$ cat config.mk
export PLATFORM = sky130hd
export DESIGN_NAME = conv_inst_expander
export DESIGN_NICKNAME = d
export VERILOG_FILES = /design/src/rtl/conv_inst_expander.sv
export SDC_FILE = /design/constraint.sdc
export NUM_CORES = 1
export LEC_CHECK = 0
export CORE_ASPECT_RATIO = 0.9
export CORE_MARGIN = 1
export CORE_UTILIZATION = 55
export CTS_BUF_LIST = sky130_fd_sc_hd__clkbuf_8
export DETAILED_ROUTE_END_ITERATION = 16
export DONT_BUFFER_PORTS = 1
export PLACE_DENSITY = 0.73
export SLEW_MARGIN = 20
export SYNTH_ARGS = -nofsm -noshare
export SYNTH_HDL_FRONTEND = slang
export SYNTH_SLANG_ARGS = --single-unit
$ cat constraint.sdc
create_clock -name clk -period 3.76 [get_ports clk]
set_clock_uncertainty 0.15 [all_clocks]
set_input_delay 1.128 -clock clk [delete_from_list [all_inputs] [get_ports clk]]
set_output_delay 1.128 -clock clk [all_outputs]
set_load 0.05 [all_outputs]
$ cat src/rtl/conv_inst_expander.sv
// Expands one packed conv instruction bundle into KxK kernel-tap beats, offsetting the
// base field of the masked slots by dilation*(row*dim0 + col); registered valid/ready output.
module conv_inst_expander #(
    parameter int IRW = 30,
    parameter int IN = 3,
    parameter int AW = 14,
    parameter int DW0 = 7,
    parameter int KMAX = 7,
    parameter logic [IN-1:0] SLOT_MASK = 3'b001
) (
    input  logic              clk,
    input  logic              rst_n,
    input  logic [IRW*IN-1:0] m_inst,
    input  logic              m_valid,
    output logic              m_ready,
    output logic [IRW*IN-1:0] s_inst,
    output logic              s_valid,
    input  logic              s_ready,
    output logic              s_last
);

    localparam int BW = IRW * IN;
    localparam int K_LO = AW + DW0 + 1;
    localparam logic [2:0] KMAX_C = 3'(KMAX);

    typedef enum logic [0:0] {
        IDLE   = 1'b0,
        EXPAND = 1'b1
    } state_t;

    state_t          state_r, state_nxt_s;
    logic [BW-1:0]   bundle_r, bundle_nxt_s;
    logic [2:0]      k_r, k_nxt_s;
    logic [2:0]      row_r, row_nxt_s;
    logic [2:0]      col_r, col_nxt_s;
    logic [AW-1:0]   col_step_r, col_step_nxt_s;
    logic [AW-1:0]   row_step_r, row_step_nxt_s;
    logic [AW-1:0]   row_off_r, row_off_nxt_s;
    logic [AW-1:0]   col_off_r, col_off_nxt_s;
    logic [BW-1:0]   s_inst_r, s_inst_nxt_s;
    logic            s_valid_r, s_valid_nxt_s;
    logic            s_last_r, s_last_nxt_s;

    logic            m_ready_s;
    logic            accept_s;
    logic            out_hs_s;
    logic [2:0]      k_raw_s;
    logic [2:0]      k_eff_s;
    logic [AW-1:0]   dim0_ext_s;
    logic            dil_s;
    logic            expand_s;
    logic            row_wrap_s;

    // Adds the tap offset to the base field of every masked slot; other bits pass unchanged.
    function automatic logic [BW-1:0] apply_offset(input logic [BW-1:0] bundle,
                                                   input logic [AW-1:0] off);
        logic [BW-1:0] res;
        res = bundle;
        for (int i = 0; i < IN; i++) begin
            if (SLOT_MASK[i]) begin
                res[i*IRW+1 +: AW] = bundle[i*IRW+1 +: AW] + off;
            end
        end
        return res;
    endfunction

    assign m_ready = m_ready_s;
    assign s_inst  = s_inst_r;
    assign s_valid = s_valid_r;
    assign s_last  = s_last_r;

    // Decode of the incoming bundle and handshake qualifiers.
    always_comb begin
        // A consumed final beat frees the stage in the same cycle, so the next bundle has no bubble.
        m_ready_s  = ((state_r == IDLE) && (!s_valid_r || s_ready)) ||
                     ((state_r == EXPAND) && s_valid_r && s_last_r && s_ready);
        accept_s   = m_valid && m_ready_s;
        out_hs_s   = s_valid_r && s_ready;
        k_raw_s    = m_inst[K_LO+2:K_LO];
        dim0_ext_s = {{(AW-DW0){1'b0}}, m_inst[AW+DW0:AW+1]};
        dil_s      = m_inst[AW+DW0+4];
        if (k_raw_s < 3'd2) begin
            k_eff_s = 3'd1;
        end else if (k_raw_s > KMAX_C) begin
            k_eff_s = KMAX_C;
        end else begin
            k_eff_s = k_raw_s;
        end
        expand_s   = m_inst[0] && (k_eff_s != 3'd1);
        row_wrap_s = (col_r == (k_r - 3'd1));
    end

    // Next-state, counter and output-register computation.
    always_comb begin
        state_nxt_s    = state_r;
        bundle_nxt_s   = bundle_r;
        k_nxt_s        = k_r;
        row_nxt_s      = row_r;
        col_nxt_s      = col_r;
        col_step_nxt_s = col_step_r;
        row_step_nxt_s = row_step_r;
        row_off_nxt_s  = row_off_r;
        col_off_nxt_s  = col_off_r;
        s_inst_nxt_s   = s_inst_r;
        s_valid_nxt_s  = s_valid_r;
        s_last_nxt_s   = s_last_r;
        if (accept_s) begin
            bundle_nxt_s   = m_inst;
            s_inst_nxt_s   = m_inst;
            s_valid_nxt_s  = 1'b1;
            k_nxt_s        = k_eff_s;
            row_nxt_s      = 3'd0;
            col_nxt_s      = 3'd0;
            row_off_nxt_s  = {AW{1'b0}};
            col_off_nxt_s  = {AW{1'b0}};
            col_step_nxt_s = dil_s ? {{(AW-2){1'b0}}, 2'd2} : {{(AW-1){1'b0}}, 1'b1};
            row_step_nxt_s = dil_s ? {dim0_ext_s[AW-2:0], 1'b0} : dim0_ext_s;
            if (expand_s) begin
                state_nxt_s  = EXPAND;
                s_last_nxt_s = 1'b0;
            end else begin
                state_nxt_s  = IDLE;
                s_last_nxt_s = 1'b1;
            end
        end else if (out_hs_s) begin
            case (state_r)
                EXPAND: begin
                    if (!s_last_r) begin
                        // Row step reloads from the row-start accumulator; no multiplier needed.
                        if (row_wrap_s) begin
                            row_nxt_s     = row_r + 3'd1;
                            col_nxt_s     = 3'd0;
                            row_off_nxt_s = row_off_r + row_step_r;
                            col_off_nxt_s = row_off_r + row_step_r;
                        end else begin
                            col_nxt_s     = col_r + 3'd1;
                            col_off_nxt_s = col_off_r + col_step_r;
                        end
                        s_inst_nxt_s = apply_offset(bundle_r, col_off_nxt_s);
                        s_last_nxt_s = (row_nxt_s == (k_r - 3'd1)) && (col_nxt_s == (k_r - 3'd1));
                    end else begin
                        state_nxt_s   = IDLE;
                        s_valid_nxt_s = 1'b0;
                        s_last_nxt_s  = 1'b0;
                    end
                end
                IDLE: begin
                    s_valid_nxt_s = 1'b0;
                    s_last_nxt_s  = 1'b0;
                end
                default: begin
                    state_nxt_s   = IDLE;
                    s_valid_nxt_s = 1'b0;
                    s_last_nxt_s  = 1'b0;
                end
            endcase
        end else begin
            s_valid_nxt_s = s_valid_r;
        end
    end

    // State, counter and output registers with synchronous active-low reset.
    always_ff @(posedge clk) begin
        if (!rst_n) begin
            state_r    <= IDLE;
            bundle_r   <= {BW{1'b0}};
            k_r        <= 3'd0;
            row_r      <= 3'd0;
            col_r      <= 3'd0;
            col_step_r <= {AW{1'b0}};
            row_step_r <= {AW{1'b0}};
            row_off_r  <= {AW{1'b0}};
            col_off_r  <= {AW{1'b0}};
            s_inst_r   <= {BW{1'b0}};
            s_valid_r  <= 1'b0;
            s_last_r   <= 1'b0;
        end else begin
            state_r    <= state_nxt_s;
            bundle_r   <= bundle_nxt_s;
            k_r        <= k_nxt_s;
            row_r      <= row_nxt_s;
            col_r      <= col_nxt_s;
            col_step_r <= col_step_nxt_s;
            row_step_r <= row_step_nxt_s;
            row_off_r  <= row_off_nxt_s;
            col_off_r  <= col_off_nxt_s;
            s_inst_r   <= s_inst_nxt_s;
            s_valid_r  <= s_valid_nxt_s;
            s_last_r   <= s_last_nxt_s;
        end
    end

endmodule
Word-level counts from Yosys, hierarchy flattened
Index checks and enable logic that the tools add are counted.

Register bits: 248. Logic and storage cells: 84. Input port bits: 94.

Add/subtract/negate cells: 6. Reduce and logical (&&, ||, !) cells: 18. Multiplexer cells: 37. Bitwise logic cells: 3. Order comparisons: 2. Equal/unequal tests: 6.

Operator list (count): 90-bit two-way mux (4); 14-bit two-way mux (5); 14-bit adder (3); 3-bit two-way mux (12); 1-bit two-way mux (12); 3-bit == test (3); 1-bit logical AND (8); 8-bit two-way mux (1); 3-bit by 1-bit adder with 3-bit output, second input constant (2); 3-bit by 1-bit inequality test with 1-bit output, second input constant (2); 3-bit AND reduction (2); 1-bit one-hot mux with 2 select lines (2); 4-bit AND reduction (1); 2-bit nonzero test (2); 3-bit > comparator, second input constant (1); 3-bit by 2-bit less-than comparator with 1-bit output, second input constant (1); 1-bit inverter (3); 3-bit by 1-bit subtractor with 3-bit output, second input constant (1); 1-bit logical OR (2); 2-bit two-way mux (1); 2-bit by 1-bit inequality test with 1-bit output, second input constant (1); 2-bit AND reduction (1); 2-bit OR reduction (1); 1-bit zero test (1).

Depth between registers and ports, before layout
Depth in word-level cells: 13. Mapped depth: 18. Gate-level depth less buffers: 18.

Worst setup path after synthesis
OpenSTA, ideal clock, no wires.

Path kind: flip-flop to flip-flop. Start point: register k_r[0]. End point: register s_inst_r[11], in the netlist s_inst[11]. Required time: 3.524 ns. Stages on the path, launching flop included: 17. Setup slack: -0.010 ns. Arrival time: 3.535 ns. Cells stage by stage: dfxtp_1 > inv_1 > ha_1 > xor2_1 > nand2_1 > or2_4 > buf_8 > mux2_2 > ha_1 > fa_1 > a21o_1 > a21oi_1 > o21bai_1 > a21o_1 > a31oi_1 > xor2_1 > a211oi_1.

Word-level cells in the longest chain between the ends: 12.

Ends and longest elaborated chain: start: declaration (line 33) `logic [2:0] k_r, k_nxt_s;`; start signal: assignment (line 180) `k_r <= k_nxt_s;`; 3-bit by 1-bit subtractor with 3-bit output (line 90) `row_wrap_s = (col_r == (k_r - 3'd1));`; 3-bit == test (line 90); 14-bit two-way mux (line 130) `if (row_wrap_s) begin`; 14-bit two-way mux (line 128) `if (!s_last_r) begin`; 14-bit two-way mux (line 126) `case (state_r)`; 14-bit two-way mux (line 125) `end else if (out_hs_s) begin`; 14-bit two-way mux (line 107) `if (accept_s) begin`; 14-bit adder (line 61) `res[i*IRW+1 +: AW] = bundle[i*IRW+1 +: AW] + off;`; 90-bit two-way mux (line 128); 90-bit two-way mux (line 126); 90-bit two-way mux (line 125); 90-bit two-way mux (line 107); end signal: assignment (line 174) `s_inst_r <= {BW{1'b0}};`; end signal: assignment (line 187) `s_inst_r <= s_inst_nxt_s;`; end: declaration (line 40) `logic [BW-1:0] s_inst_r, s_inst_nxt_s;`.

Every way passes these cells. The select of a mux whose other input is x is not followed. A chain may end at the register's enable or synchronous reset.

Worst setup path in the final report
Start point: register row_off_r[0]. End point: register s_inst_r[12], in the netlist s_inst[12].

Word-level cells in the longest chain between the ends: 11.

Ends and longest elaborated chain: start: declaration (line 38) `logic [AW-1:0] row_off_r, row_off_nxt_s;`; start signal: assignment (line 172) `row_off_r <= {AW{1'b0}};`; start signal: assignment (line 185) `row_off_r <= row_off_nxt_s;`; 14-bit adder (line 134) `col_off_nxt_s = row_off_r + row_step_r;`; 14-bit two-way mux (line 130); 14-bit two-way mux (line 128); 14-bit two-way mux (line 126); 14-bit two-way mux (line 125); 14-bit two-way mux (line 107); 14-bit adder (line 61); 90-bit two-way mux (line 128); 90-bit two-way mux (line 126); 90-bit two-way mux (line 125); 90-bit two-way mux (line 107).

Every way passes these cells. The select of a mux whose other input is x is not followed.

==> impl_metrics.toml <==
[critical_path]
critPathArrivalTime_ns = 3.93
critPathLaunchType = "register"
cp-end-kind = "register"
cp_num_buf_inv = 1
criticalPathCategory = "register to register"
required_ns = 4.05
critPathMaxStageDelay_ns = 0.42
crit_path_max_fanout = 3
cp_slowest_cell = "or4_4"
path_cells = "ha_4 > inv_2 > fa_2 > nor2b_1 > o21a_1 > o21ai_2 > a21o_1 > xor2_1 > o21ai_2 > ha_4 > a21oi_2 > nand2_1 > or4_4 > o21a_1 > xor2_1 > nor2_1 > o32ai_2"
crit_family = "compound AO/OA/AOI/OAI gates"

[clock_tree]
numCtsBuffers = 38
clk_pin_slew_worst_paths_ns = 0.06
clk_path_buf_depth = 3
cts_root_buf = "clkbuf_8"
clock_latency_ns = 0.53
cts_tree = "done"
clock-sinks = 229
ctsHoldBuffers = 0
h-tree-depth = 2

[yosys]
postSynthNetCount = 1537
ys_warn_count = 0
synth.area.top_cells = "dfxtp_1 (44%), nand2_1 (21%), a21oi_1 (11%), ha_1 (3.3%), clkbuf_1 (2.4%)"
ys.flop_type = "dfxtp_1"
synth_top_cell_by_area = "dfxtp_1"
synthCells = 1413
netlist_area_um2 = 10400
async_reset_ff_frac = 0
synth-seq-cells = 229
synth-edff-count = 0
synth_top_area_frac = 0.442
syn_area_per_cell_um2 = 7.34
seq_area_frac_synth = 0.442
synth_cell_types = 57

[flow_run]
drv_cap = 0

[sta]
tightest_slew_ns = 0.965
fin_crit_ns = 3.65
setup_violations = 0
period_share = 0.970
rsz0062_at_grt = "true"
hold_violations = 0
slew-limit-headroom = 0.356
hold_ws_ns = 0.303
tns_ns = 0
timing.fmax_mhz = 274
final_max_slew_viol_count = 0

[drt]
drc_errors = 0
num_vias = 9333
avgRoutedWirePerCell_um = 15.6
viasPerCell = 5.52
dr.pass1.iters = 5
ant_nets = 0
wl_mm = 26.3
drtIter0Drc = 525

[place]
placement.io_buffers = 0
dp.cells = 1611
place_congestion = 0.894
dp_hpwl_mm = 16.6

[finish]
final_cell_mix = "nand2_1 (566), dfxtp_1 (227), a21oi_1 (210), nor2_1 (51), clkbuf_8 (48)"
num_antenna_cells = 0
final_common_cell = "nand2_1"
drive_gt1_frac = 0.112
syn_to_final_growth_pct = 13.8
fin_cells = 1691
finalNetCount = 1541

[global_routing]
track_usage = 0.261
antenna_found_initial = 0
grt_pass1_wl_mm = 42.0
grt_max_degree = 159
grt_pass1_vias = 8477
grt.overflow.total = 0

[power]
ir_drop_uv = 375
leakage_uw = 0.00492
p_per_area_nw_per_um2 = 484
p_total_uw = 5710

[floorplanning]
num_io_pins = 187
num_rows = 47
die_area_um2 = 19400
core_um2 = 18400
die_x_um = 147
die_h_um = 132
initial_utilization = 0.563

[min_path]
hold_class = "register to register"

[status]
status = "finished clean"
==> through the flow <==
step	util	setup WS (ns)	instance area, µm²
6_report	0.641	0.115	11800
4_1_cts	0.626	0.00652	11500
2_1_floorplan	-	0.0243	10400
3_5_place_dp	0.581	-0.139	10700
5_1_grt	0.641	-0.0635	11800
3_3_place_gp	0.581	-0.0747	10700
==> report_power, final <==
part / internal (µW) / switching, µW / total [µW]
Sequential: 2570 / 334 / 2910
Clock: 1230 / 1000 / 2230
Combinational: 207 / 367 / 575
Total: 4010 / 1710 / 5710
==> worst register-to-register path: stages, from the launching register on <==
cell     delay [ns]
dfxtp_2        0.36
ha_4           0.14
inv_2          0.04
fa_2           0.36
nor2b_1        0.14
o21a_1         0.17
o21ai_2        0.10
a21o_1         0.19
xor2_1         0.15
o21ai_2        0.20
ha_4           0.24
a21oi_2        0.14
nand2_1        0.08
or4_4          0.42
o21a_1         0.22
xor2_1         0.14
nor2_1         0.07
o32ai_2        0.26
==> synthesized netlist by cell type, types with 8 or more instances <==
master	count
a211oi_1	11
a21o_1	9
a21oi_1	218
and3_1	8
buf_2	12
clkbuf_1	67
dfxtp_1	229
ha_1	27
inv_1	14
mux2i_1	13
nand2_1	567
nand3_1	17
nor2_1	55
nor3_1	14
o21ai_0	29
xnor2_1	15
xor2_1	19
==> sequential cells by signal (all words and copies together) (netlist names) <==
name and count:
row_step_r 8, col_off_r 14, k_r 3, col_step_r 1
bundle_r 90, s_inst 90, row_off_r 14, state_r 1
row_r 3, s_valid 1, col_r 3, s_last 1
==> cells by family after synthesis <==
group,Yosys count,synth area share
simple gates,694,0.269
compound gates,309,0.166
flops,229,0.442
buf+inv,101,0.0391
xor+xnor,36,0.0319
fa+ha+maj,30,0.0384
mux,14,0.0136
==> path summary, 6_finish.rpt <==
kind | from | endpoint | slack, ns | cells past startpoint
setup / recovery | row_off_r[0]$_SDFFE_PP0P_ | s_inst[12]$_SDFFE_PN0P_ | 0.11 | 17
hold / removal | bundle_r[76]$_SDFFE_PN0P_ | bundle_r[76]$_SDFFE_PN0P_ | 0.30 | 2
setup reg to reg | row_off_r[0]$_SDFFE_PP0P_ | s_inst[12]$_SDFFE_PN0P_ | 0.11 | 17
hold reg to reg | bundle_r[76]$_SDFFE_PN0P_ | bundle_r[76]$_SDFFE_PN0P_ | 0.30 | 2
==> cell type report <==
| class | count | area, µm² |
|---|---|---|
| clock buffer | 48 | 661 |
| clock inverter | 21 | 126 |
| fill | 1648 | 6610 |
| inverter | 15 | 61.3 |
| multi-input combinational | 1083 | 5620 |
| sequential | 229 | 4590 |
| tap | 245 | 307 |
| timing repair buffer | 50 | 438 |
==> layer usage <==
layer,part of all wire,wire (µm),vias up,track usage
li1,-,-,4700,-
met1,0.43,11400,4303,0.337
met2,0.46,12100,285,0.418
met3,0.088,2310,45,0.0824
met4,0.020,525,0,0.0770
met5,0,0,-,0
==> repair_timing <==
action / CTS / global route
buffers inserted: 1 / 10
gates cloned: 0 / 0
resized for setup: 6 / 48
setup endpoints to repair: 5 / 9
pin swaps: 1 / 29
Power figures use the tool's default switching activity.
